## src/rtl/prompt_sequencer.sv

```systemverilog
// Reaction-game round controller: LFSR target pick, timed response window, gap, scoring.
// Build option NO_REPEAT_PROMPT_EN: consecutive prompts within a game never repeat.
module prompt_sequencer #(
  parameter int          RESPONSE_CYCLES = 50000000,
  parameter int          GAP_CYCLES      = 12500000,
  parameter int          MAX_ROUNDS      = 10,
  parameter logic [15:0] DEFAULT_SEED    = 16'hACE1
) (
  input  logic        CLOCK_50,
  input  logic        resetn,
  input  logic [15:0] seed,
  input  logic        start,
  input  logic        btn_valid,
  input  logic [3:0]  btn_onehot,
  output logic [3:0]  prompt,
  output logic        prompt_active,
  output logic        hit,
  output logic        miss,
  output logic [6:0]  score,
  output logic [3:0]  round,
  output logic        game_over
);

  localparam logic [1:0] S_IDLE = 2'd0;
  localparam logic [1:0] S_SHOW = 2'd1;
  localparam logic [1:0] S_GAP  = 2'd2;
  localparam logic [1:0] S_DONE = 2'd3;

  localparam int CNT_MAX = (RESPONSE_CYCLES > GAP_CYCLES) ? RESPONSE_CYCLES : GAP_CYCLES;
  localparam int CNT_W   = (CNT_MAX > 1) ? $clog2(CNT_MAX) : 1;

  localparam logic [CNT_W-1:0] RESP_LOAD  = CNT_W'(RESPONSE_CYCLES - 1);
  localparam logic [CNT_W-1:0] GAP_LOAD   = CNT_W'(GAP_CYCLES - 1);
  localparam logic [3:0]       ROUND_LAST = 4'(MAX_ROUNDS);

  function automatic logic [6:0] sat_inc(input logic [6:0] s);
    return (s == 7'd127) ? s : s + 7'd1;
  endfunction

  function automatic logic [3:0] onehot(input logic [1:0] idx);
    return 4'b0001 << idx;
  endfunction

  logic [1:0]       state_q, state_d;
  logic [CNT_W-1:0] cnt_q, cnt_d;
  logic [15:0]      lfsr_q, lfsr_d;
  logic [3:0]       prompt_q, prompt_d;
  logic             active_q, active_d;
  logic             hit_q, hit_d;
  logic             miss_q, miss_d;
  logic [6:0]       score_q, score_d;
  logic [3:0]       round_q, round_d;
  logic             over_q, over_d;
  logic [3:0]       round_inc;
  logic [1:0]       idx_first;
  logic [1:0]       idx_next;

`ifdef NO_REPEAT_PROMPT_EN
  logic [1:0] prev_idx_q, prev_idx_d;
  // A repeat of the previous round's target is bumped to the neighbouring button.
  assign idx_next = (lfsr_q[1:0] == prev_idx_q) ? lfsr_q[1:0] + 2'd1 : lfsr_q[1:0];
`else
  assign idx_next = lfsr_q[1:0];
`endif

  assign idx_first = lfsr_q[1:0];
  assign round_inc = round_q + 4'd1;

  always_comb begin
    state_d  = state_q;
    cnt_d    = cnt_q;
    lfsr_d   = {lfsr_q[14:0], lfsr_q[15] ^ lfsr_q[13] ^ lfsr_q[12] ^ lfsr_q[10]};
    prompt_d = prompt_q;
    active_d = active_q;
    hit_d    = 1'b0;
    miss_d   = 1'b0;
    score_d  = score_q;
    round_d  = round_q;
    over_d   = over_q;
`ifdef NO_REPEAT_PROMPT_EN
    prev_idx_d = prev_idx_q;
`endif
    case (state_q)
      S_IDLE, S_DONE: begin
        if (start) begin
          state_d  = S_SHOW;
          cnt_d    = RESP_LOAD;
          prompt_d = onehot(idx_first);
          active_d = 1'b1;
          score_d  = 7'd0;
          round_d  = 4'd0;
          over_d   = 1'b0;
`ifdef NO_REPEAT_PROMPT_EN
          prev_idx_d = idx_first;
`endif
        end
      end
      S_SHOW: begin
        // A press on the final window cycle is judged; the timeout loses.
        if (btn_valid || (cnt_q == '0)) begin
          if (btn_valid && (btn_onehot == prompt_q)) begin
            hit_d   = 1'b1;
            score_d = sat_inc(score_q);
          end else begin
            miss_d  = 1'b1;
          end
          state_d  = S_GAP;
          cnt_d    = GAP_LOAD;
          prompt_d = 4'd0;
          active_d = 1'b0;
        end else begin
          cnt_d = cnt_q - CNT_W'(1);
        end
      end
      S_GAP: begin
        if (cnt_q == '0) begin
          round_d = round_inc;
          if (round_inc == ROUND_LAST) begin
            state_d = S_DONE;
            over_d  = 1'b1;
          end else begin
            state_d  = S_SHOW;
            cnt_d    = RESP_LOAD;
            prompt_d = onehot(idx_next);
            active_d = 1'b1;
`ifdef NO_REPEAT_PROMPT_EN
            prev_idx_d = idx_next;
`endif
          end
        end else begin
          cnt_d = cnt_q - CNT_W'(1);
        end
      end
      default: state_d = S_IDLE;
    endcase
  end

  always_ff @(posedge CLOCK_50) begin
    if (!resetn) begin
      state_q  <= S_IDLE;
      cnt_q    <= '0;
      lfsr_q   <= (seed == 16'd0) ? DEFAULT_SEED : seed;
      prompt_q <= 4'd0;
      active_q <= 1'b0;
      hit_q    <= 1'b0;
      miss_q   <= 1'b0;
      score_q  <= 7'd0;
      round_q  <= 4'd0;
      over_q   <= 1'b0;
`ifdef NO_REPEAT_PROMPT_EN
      prev_idx_q <= 2'd0;
`endif
    end else begin
      state_q  <= state_d;
      cnt_q    <= cnt_d;
      lfsr_q   <= lfsr_d;
      prompt_q <= prompt_d;
      active_q <= active_d;
      hit_q    <= hit_d;
      miss_q   <= miss_d;
      score_q  <= score_d;
      round_q  <= round_d;
      over_q   <= over_d;
`ifdef NO_REPEAT_PROMPT_EN
      prev_idx_q <= prev_idx_d;
`endif
    end
  end

  assign prompt        = prompt_q;
  assign prompt_active = active_q;
  assign hit           = hit_q;
  assign miss          = miss_q;
  assign score         = score_q;
  assign round         = round_q;
  assign game_over     = over_q;

endmodule

```

## config.mk

```make
export PLATFORM = sky130hd
export DESIGN_NAME = prompt_sequencer
export DESIGN_NICKNAME = d
export VERILOG_FILES = /design/src/rtl/prompt_sequencer.sv
export SDC_FILE = /design/constraint.sdc
export NUM_CORES = 1
export LEC_CHECK = 0
export BUFFER_PORTS_ARGS = -buffer_cell sky130_fd_sc_hd__buf_4
export CAP_MARGIN = 20
export CORE_ASPECT_RATIO = 1.2
export CORE_MARGIN = 2
export CORE_UTILIZATION = 49
export CTS_BUF_LIST = sky130_fd_sc_hd__clkbuf_16
export DETAILED_ROUTE_END_ITERATION = 12
export PLACE_DENSITY = 0.78
export SLEW_MARGIN = 10
export SYNTH_ARGS = -nofsm -noshare
export SYNTH_HDL_FRONTEND = slang
export SYNTH_SLANG_ARGS = --single-unit
```

## constraint.sdc

```tcl
create_clock -name CLOCK_50 -period 2.8 [get_ports CLOCK_50]
set_input_delay 0.56 -clock CLOCK_50 [delete_from_list [all_inputs] [get_ports CLOCK_50]]
set_output_delay 0.56 -clock CLOCK_50 [all_outputs]
set_load 0.05 [all_outputs]
```

==> results of run 1 <==
==> Yosys cell counts, types with 5 or more instances <==
cell,count
a211oi_1,13
a21o_1,5
a21oi_1,30
a221oi_1,7
a31oi_1,7
clkbuf_1,13
dfxtp_1,63
ha_1,8
inv_1,13
mux2_2,8
nand2_1,17
nand2b_1,8
nand3_1,14
nor2_1,31
nor3_1,10
nor4_1,15
o21a_1,7
o21ai_0,26
o221a_2,7
o22a_1,7
or3_1,5
xnor2_1,6
==> cell families (layout without fill, tap and decap cells) <==
family,count (synthesis),after routing,share of synthesized area
AO/OA/AOI/OAI,145,145,0.3040
XOR/XNOR,8,8,0.01980
adder cells (fa/ha/maj),8,8,0.02828
buffers and inverters,37,78,0.05055
flip-flops,63,63,0.3563
multiplexers,9,9,0.02828
AND/OR/NAND/NOR,134,134,0.2128
==> power groups by stage <==
stage               registers [mW]  logic, mW  clock network (mW)
floorplan                     1.26       1.10                   0
global placement              1.26       1.41                   0
detailed placement            1.27       1.44                   0
CTS                           1.25       1.45               0.975
global route                  1.27       1.61                1.02
finish                        1.26       1.47               0.971
==> cell type report <==
class,instances,area [µm²]
Fill cell,590,2793
Clock inverter,6,28.78
Clock buffer,9,225.2
Sequential cell,63,1261
Inverter,14,52.55
Tap cell,87,108.9
Multi-Input combinational cell,304,2100
Timing Repair Buffer,49,367.9
==> through the flow <==
step	hold WS (ps)	total power [mW]	worst slack [ps]
CTS	445.0	3.672	523.2
global route	453.4	3.900	257.2
global placement	431.2	2.664	600.1
floorplan	425.2	2.360	622.3
detailed placement	437.9	2.702	557.9
finish	447.6	3.705	509.6
==> path summary, 6_finish.rpt <==
path	startpoint	endpoint
max reg2reg	cnt_q[8]	cnt_q[2]
max	cnt_q[8]	cnt_q[2]
min reg2reg	lfsr_q[9]	lfsr_q[10]
min	lfsr_q[9]	lfsr_q[10]
==> layer usage <==
layer  track usage  vias up  share of wire
met5             0        -              0
met4        0.1141        0          0.031
met3       0.03810       27          0.067
met2        0.3701      151           0.46
met1        0.3333     1610           0.44
li1              -     1634              -
==> state kept, by name, indices dropped and copies added (netlist names) <==
| register | count |
|---|---|
| cnt_q | 26 |
| game_over | 1 |
| hit | 1 |
| lfsr_q | 16 |
| miss | 1 |
| prompt | 4 |
| prompt_active | 1 |
| round | 4 |
| score | 7 |
| state_q | 2 |
==> layout by cell type, fill, tap and decap left out, types with 3 or more instances in the layout <==
cell type,count
a21oi_1,30
nor2_1,31
o21a_1,7
o21ai_0,26
or2_2,3
o221a_2,7
inv_1,13
nand3_1,14
dfxtp_1,63
and4_1,4
and3_1,4
nor3_1,10
or3_1,5
clkinv_1,4
clkbuf_16,9
a211oi_1,13
nand2_1,17
buf_4,49
nor4_1,15
xnor2_1,6
nand4b_1,3
nand2b_1,8
mux2_2,8
a221oi_1,7
o22a_1,7
a31oi_1,7
nand4_1,3
a21o_1,5
ha_1,8
nor2b_1,3
a32o_1,4
==> flow_summary_export.csv, run 1 <==
group,metric,value,unit
worst_setup_path,cp_num_buf_inv,0,
logic_synthesis,async_reset_ff_frac,0,
die,design.core.area,6937,µm²
worst_hold_path,whs_path_depth,1,
sta,period_needed,2290,ps
detailed_routing,drt-pass1-iter-count,5,
cts,clock_path_buffers,2,
worst_setup_path,cp.required,3020,ps
worst_setup_path,r2r_setup_slack,510,ps
logic_synthesis,syn_area,3540,µm²
place,dpl_cell_area,3890,µm²
sta,slew_headroom,0.4796,
power,powerDensity,894.1,nW/µm²
die,rows,33,
power,vdd_drop_max,0.5159,mV
die,die-area,7922,µm²
sta,hold_violations,0,
outcome,status,"finished clean",
grt,grt_pass1_vias,3200,
power,power_frac_comb,0.398,
die,fp.dieH,97.11,µm
logic_synthesis,seq_area_frac_synth,0.3563,
detailed_routing,drc,0,
place,gp_congestion,0.9779,
detailed_routing,postRouteAntennaNets,0,
worst_setup_path,worst_setup_path_start_kind,"flip-flop",
power,internal-power,2.189,mW
sta,fmax,0.4366,GHz
sta,setup_violations,0,
power,p_leak,1.590,nW
sta,worst_clock_skew,7.704,ps
cts,hold_buffers,0,
finish,areaGrowthSynthToFinish,17.07,%
sta,worst_pin_slew,780.7,ps
worst_setup_path,endpoint_kind,"flip-flop",
detailed_routing,finalWirelength,9.192,mm
worst_setup_path,rr_worst_depth,5,
finish,drive_above_1_share,0.2157,
worst_setup_path,critPathKind,"reg2reg",
logic_synthesis,synth.area.top_cells,"dfxtp_1, a21oi_1, o21ai_0",
grt,grt_max_degree,41,
grt,grt_overflow_total,0,
sta,fin_setup_tns,0,ps
logic_synthesis,postSynthAreaPerCell,8.761,µm²
sta,rsz0062_at_grt,"no",
worst_setup_path,worst-path-stages,5,
logic_synthesis,synth_top_area_share,0.3563,
worst_setup_path,arrival,2520,ps
sta,post-route-period-util,0.8180,
power,p_clk_frac,0.262,
finish,stdcell_area,4144,µm²
cts,cts_setup_buffers,0,
finish,fin_nets,473,
power,sw_frac_of_total,0.4093,
finish,final_util,0.5974,
cts,cts_root_buf,"clkbuf_16",
power,seqPwrFrac,0.340,
worst_setup_path,crit_fanout,12,
detailed_routing,vias,3422,
detailed_routing,viasPerCell,6.432,
die,start_util,0.5103,
cts,clk_latency,330,ps
sta,final_max_slew_viol_count,0,
cts,cts_tree,"yes",
detailed_routing,drt-initial-drc-count,351,
grt,grt_antenna_before_repair,0,
logic_synthesis,synth-main-ff-cell,"dfxtp_1",
cts,clk_pin_slew_worst_paths,60,ps
grt,grtUsageTotal,0.2431,
worst_setup_path,cp_cell_sequence,"nor4_2 -> and4_1 -> a31o_2 -> a21oi_2 -> a2111oi_2",
logic_synthesis,synth_cell_type_count,71,
cts,cts_buffers,9,
worst_setup_path,critPathTopFamily,"compound AO/OA/AOI/OAI gates",
place,port_buffers,42,
logic_synthesis,synth_top_area_cell,"dfxtp_1",
logic_synthesis,syn-num-nets,436,
die,io_pins,43,
job,cap_viol_max_count,0,
power,p_switching,1.516,mW
cts,ctsResizeCount,0,
worst_setup_path,cpMaxStageDelayCell,"and4_1",
detailed_routing,wl_per_cell,17.28,µm
logic_synthesis,synth_edf_count,0,
finish,fin_cells,532,
logic_synthesis,ys_ff_latch,63,
grt,grt_pass1_wl,15.32,mm
cts,cts-htree-levels,3,
worst_setup_path,critical_path.max_stage_delay,470,ps
worst_hold_path,hp-class,"reg2reg",
cts,cts.sinks,63,
place,dpl.hpwl,6.440,mm
logic_synthesis,yosys_warnings,0,
place,dp_cells,517,
die,die_w,81.59,µm
logic_synthesis,netlist_instances,404,
finish,antenna_cells,0,
Note: power is estimated with default switching activity, not from simulation.
==> inputs of run 2 (changes only) <==
==> constraint.sdc (replaced) <==
create_clock -name CLOCK_50 -period 2.2 [get_ports CLOCK_50]
set_input_delay 0.44 -clock CLOCK_50 [delete_from_list [all_inputs] [get_ports CLOCK_50]]
set_output_delay 0.44 -clock CLOCK_50 [all_outputs]
set_load 0.05 [all_outputs]
==> flow_summary_export.csv, run 2 (same netlist as run 1, synthesis figures left out) <==
group,metric,value,unit
finish,fin_nets,502,
sta,setup_violations,0,
finish,drive_above_1_share,0.2716,
finish,layout.cells.most_common_list,"buf_4, dfxtp_1, nor2_1",
cts,cts_root_buf,"clkbuf_16",
die,io_pins,43,
detailed_routing,drt-pass1-iter-count,5,
finish,stdcell_area,4456,µm²
sta,worst_pin_slew,547.0,ps
sta,post-route-period-util,0.9599,
detailed_routing,postRouteAntennaNets,0,
detailed_routing,finalWirelength,9.804,mm
sta,hold_violations,0,
worst_setup_path,endpoint_kind,"flip-flop",
sta,fin_setup_tns,0,ps
outcome,status,"finished clean",
detailed_routing,vias,3605,
finish,areaGrowthSynthToFinish,25.87,%
sta,fmax,0.4735,GHz
sta,slew_headroom,0.6353,
grt,grt_antenna_before_repair,0,
worst_setup_path,cp.required,2400,ps
place,dpl.hpwl,6.786,mm
finish,antenna_cells,0,
grt,grtUsageTotal,0.2654,
cts,clock_path_buffers,2,
finish,largest_register_ffs,26,
die,die_w,81.59,µm
die,rows,33,
die,design.core.area,6937,µm²
grt,grt_max_degree,29,
sta,whs,329.0,ps
job,cap_viol_max_count,0,
worst_setup_path,worst_setup_path_start_kind,"flip-flop",
cts,cts-htree-levels,3,
cts,cts.sinks,63,
place,dpl_cell_area,4093,µm²
cts,cts_buffers,9,
place,dp_cells,544,
grt,grt_overflow_total,0,
place,port_buffers,42,
worst_setup_path,arrival,2310,ps
power,fin_total_pwr,5.264,mW
die,start_util,0.5103,
sta,worst_clock_skew,7.567,ps
worst_setup_path,crit_fanout,8,
detailed_routing,wl_per_cell,17.44,µm
worst_hold_path,hp-class,"in2reg",
die,fp.dieH,97.11,µm
grt,grt_pass1_vias,3485,
sta,setup_slack,88.20,ps
power,powerDensity,1181,nW/µm²
power,p_leak,1.772,nW
sta,final_max_slew_viol_count,0,
place,gp_congestion,0.9260,
die,die-area,7922,µm²
finish,final_common_cell,"buf_4",
cts,clk_pin_slew_worst_paths,50,ps
power,vdd_drop_max,0.6003,mV
detailed_routing,drc,0,
finish,fin_cells,562,
sta,period_needed,2112,ps
detailed_routing,drt-initial-drc-count,388,
detailed_routing,viasPerCell,6.415,
cts,cts_tree,"yes",
finish,final_util,0.6423,
worst_setup_path,critPathKind,"reg2reg",
grt,grt_pass1_wl,16.71,mm
cts,clk_latency,330,ps
place,place_ws,45.33,ps
finish,max_flop_register,"cnt_q",
## run 2: critical path, cell delays in order (launching register included)
cell       delay, ps
dfxtp_1          380
or4_4            610
or3_1            390
or3_1            340
o2111ai_1        150
o221ai_2         120
## run 2: final timing paths
path	startpoint	endpoint	slack [ps]	depth (start not counted)
worst max register to register	cnt_q[2]	cnt_q[11]	90	5
worst min register to register	lfsr_q[11]	lfsr_q[12]	450	1
worst min-delay path	seed[11]	lfsr_q[11]	330	2
worst max-delay path	cnt_q[2]	cnt_q[11]	90	5
## run 2: metal layers
metal	GRT usage	up-vias	wire length (µm)
li1	-	1692	-
met1	0.3440	1708	4145
met2	0.4275	177	4818
met3	0.04740	28	601
met4	0.1115	0	238
met5	0	-	0
## run 2: final cells by class
| cell class | instances | area, µm² |
|---|---|---|
| Sequential cell | 63 | 1261 |
| Clock buffer | 9 | 225.2 |
| Inverter | 14 | 52.55 |
| Timing Repair Buffer | 78 | 585.6 |
| Clock inverter | 7 | 80.08 |
| Fill cell | 556 | 2481 |
| Multi-Input combinational cell | 304 | 2142 |
| Tap cell | 87 | 108.9 |
## run 2: power by group
part           internal, mW  leakage [nW]  total [mW]  switching [mW]
Sequential             1.34         0.520        1.58           0.234
Clock                 0.972         0.157        1.46           0.486
Combinational         0.918          1.10        2.23            1.31
## run 2: repair_timing
| item | in CTS | in global routing |
|---|---|---|
| setup endpoints to repair | 1 | 30 |
| endpoints found under the hold margin | 0 | 0 |
| hold buffers | 0 | 0 |
| pin swaps | 0 | 2 |
| setup buffers | 0 | 2 |
| resized for setup | 1 | 9 |
==> inputs of run 3 (changes only) <==
--- a/config.mk
+++ b/config.mk
@@ -5,6 +5,7 @@
 export SDC_FILE = /design/constraint.sdc
 export NUM_CORES = 1
 export LEC_CHECK = 0
+export ABC_AREA = 1
 export BUFFER_PORTS_ARGS = -buffer_cell sky130_fd_sc_hd__buf_4
 export CAP_MARGIN = 20
 export CORE_ASPECT_RATIO = 1.2
==> constraint.sdc (replaced) <==
create_clock -name CLOCK_50 -period 2.22 [get_ports CLOCK_50]
set_input_delay 0.444 -clock CLOCK_50 [delete_from_list [all_inputs] [get_ports CLOCK_50]]
set_output_delay 0.444 -clock CLOCK_50 [all_outputs]
set_load 0.05 [all_outputs]
==> flow_summary_export.csv, run 3 <==
group,metric,value,unit
logic_synthesis,synth.area.top_cells,"dfxtp_1, nand2_1, nor2_1",
logic_synthesis,yosys_warnings,0,
detailed_routing,met1_length,3.857,mm
finish,stdcell_area,4350,µm²
logic_synthesis,synth_cell_type_count,36,
sta,hold_violations,0,
worst_setup_path,critical_path.max_stage_delay,360,ps
grt,grt_overflow_total,0,
logic_synthesis,synth-main-ff-cell,"dfxtp_1",
sta,period_needed,2086,ps
die,io_pins,43,
logic_synthesis,postSynthAreaPerCell,6.632,µm²
logic_synthesis,synth_top_area_cell,"dfxtp_1",
logic_synthesis,syn_area,3641,µm²
worst_setup_path,cp_cell_sequence,"inv_1 -> ha_1 -> inv_1 -> nor2_2 -> nor2_1 -> nand3_2 -> o21ai_0 -> nor2_1",
cts,cts_buffers,9,
sta,fmax,0.4794,GHz
sta,slew_headroom,0.6542,
worst_setup_path,cpMaxStageDelayCell,"dfxtp_1",
sta,whs,311.5,ps
finish,max_flop_register,"cnt_q",
sta,post-route-period-util,0.9396,
power,fin_total_pwr,5.188,mW
cts,cts.sinks,63,
place,port_buffers,42,
worst_setup_path,endpoint_kind,"flip-flop",
sta,worst_pin_slew,517.6,ps
logic_synthesis,syn-num-nets,581,
job,cap_viol_max_count,0,
logic_synthesis,synth_top_cells_by_count,"nand2_1, nor2_1, dfxtp_1",
sta,setup_slack,134.1,ps
cts,cts_setup_buffers,0,
worst_setup_path,crit_fanout,10,
place,dpl_cell_area,4021,µm²
detailed_routing,vias,3705,
grt,grt_pass1_wl,15.69,mm
detailed_routing,postRouteAntennaNets,0,
power,sw_frac_of_total,0.4202,
die,die_w,82.69,µm
cts,cts-htree-levels,3,
detailed_routing,wl_per_cell,13.69,µm
logic_synthesis,seq_area_frac_synth,0.3464,
cts,clock_path_buffers,2,
grt,grt_antenna_before_repair,0,
die,die-area,8139,µm²
logic_synthesis,async_reset_ff_frac,0,
place,dpl.hpwl,6.596,mm
finish,antenna_cells,0,
power,seqPwrFrac,0.303,
detailed_routing,wl_met2,4.871,mm
power,powerDensity,1193,nW/µm²
logic_synthesis,yosysMostFrequentCell,"nand2_1",
finish,final_common_cell,"nand2_1",
place,gp_congestion,1.007,
sta,worst_clock_skew,4.484,ps
die,start_util,0.5035,
power,vdd_drop_max,0.6385,mV
cts,clk_latency,330,ps
power,power_frac_comb,0.405,
worst_setup_path,worst_setup_path_start_kind,"flip-flop",
power,p_clk_frac,0.292,
worst_hold_path,hp-class,"in2reg",
die,design.core.area,7232,µm²
worst_setup_path,cp_num_buf_inv,2,
worst_setup_path,critPathKind,"reg2reg",
place,place_ws,156.1,ps
detailed_routing,finalWirelength,9.407,mm
die,fp.dieH,98.43,µm
sta,fin_setup_tns,0,ps
sta,setup_violations,0,
cts,cts_tree,"yes",
cts,clk_pin_slew_worst_paths,60,ps
finish,areaGrowthSynthToFinish,19.48,%
finish,fin_nets,624,
detailed_routing,highest_layer,"met4",
detailed_routing,drt-initial-drc-count,206,
logic_synthesis,synth_edf_count,0,
power,p_switching,2.180,mW
outcome,status,"finished clean",
detailed_routing,viasPerCell,5.393,
power,internal-power,3.008,mW
cts,cts_root_buf,"clkbuf_16",
logic_synthesis,ys_ff_latch,63,
finish,layout.cells.most_common_list,"nand2_1, nor2_1, dfxtp_1",
grt,grt_pass1_vias,3517,
sta,final_max_slew_viol_count,0,
die,rows,34,
logic_synthesis,synth_top_area_share,0.3464,
worst_setup_path,critPathTopFamily,"simple AND/OR/NAND/NOR gates",
power,p_leak,1.993,nW
grt,grt_max_degree,40,
worst_setup_path,cp.required,2450,ps
worst_setup_path,arrival,2310,ps
logic_synthesis,netlist_instances,549,
finish,largest_register_ffs,26,
detailed_routing,dr_wl_met3,393,µm
finish,drive_above_1_share,0.1625,
detailed_routing,drt-pass1-iter-count,5,
sta,rsz0062_at_grt,"no",
detailed_routing,drc,0,
grt,grtUsageTotal,0.2464,
-- run 3: changes by cell type after synthesis, sizes merged, moves of 9 or more --
cell	before	now
nand4	4	14
nor2	31	111
a211oi	13	0
nor4	17	4
nand2	17	141
xor2	2	12
nand3	14	25
a21oi	31	41
clkbuf	17	8
inv	13	55
-- run 3: worst paths after layout --
check | startpoint | to | slack [ps] | cells past startpoint
max | state_q[0] | score[6] | 130 | 8
min | seed[14] | lfsr_q[14] | 310 | 3
max reg2reg | state_q[0] | score[6] | 130 | 8
min reg2reg | lfsr_q[7] | lfsr_q[8] | 420 | 2
-- run 3: cell type report --
cell class	count	area [µm²]
clock buffers	9	225.2
clock inverters	7	96.34
fillers	663	2882
inverters	56	211.5
multi-input cells	416	2098
flip-flops and latches	63	1261
well taps	90	112.6
repair buffers	46	345.3
-- run 3: per-layer routing --
metal,GRT usage,up-vias
met2,0.4287,106
met4,0.1198,0
met3,0.05037,25
met1,0.2795,1736
li1,-,1838
met5,0,-
-- run 3: repair_timing --
item	CTS	global route
hold buffers	0	0
resized for setup	0	2
endpoints found under the setup margin	0	14
-- run 3: power groups by stage --
stage	clock network (mW)	registers (mW)	logic, mW
floorplan	0	1.72	1.42
global placement	0	1.58	1.97
detailed placement	0	1.59	2.03
CTS	1.52	1.57	2.07
global route	1.57	1.60	2.35
finish	1.52	1.57	2.10
-- run 3: cells by family (layout without fill, tap and decap cells) --
kind of cell | Yosys count | in the layout | share of synthesized area
AO/OA/AOI/OAI | 80 | 80 | 0.1223
buffers and inverters | 70 | 118 | 0.07937
adder cells (fa/ha/maj) | 8 | 8 | 0.02749
XOR/XNOR | 23 | 23 | 0.05533
AND/OR/NAND/NOR | 305 | 305 | 0.3691
flip-flops | 63 | 63 | 0.3464
-- run 3: worst register-to-register path: stages (launching register included) --
cell	delay, ps
dfxtp_1	360
inv_1	80
ha_1	360
inv_1	220
nor2_2	100
nor2_1	340
nand3_2	240
o21ai_0	220
nor2_1	60
-- run 3: per-stage QoR --
step	std cells	util
2_1_floorplan	549	-
3_3_place_gp	671	0.5561
3_5_place_dp	671	0.5561
4_1_cts	687	0.6005
5_1_grt	687	0.6016
6_report	687	0.6016
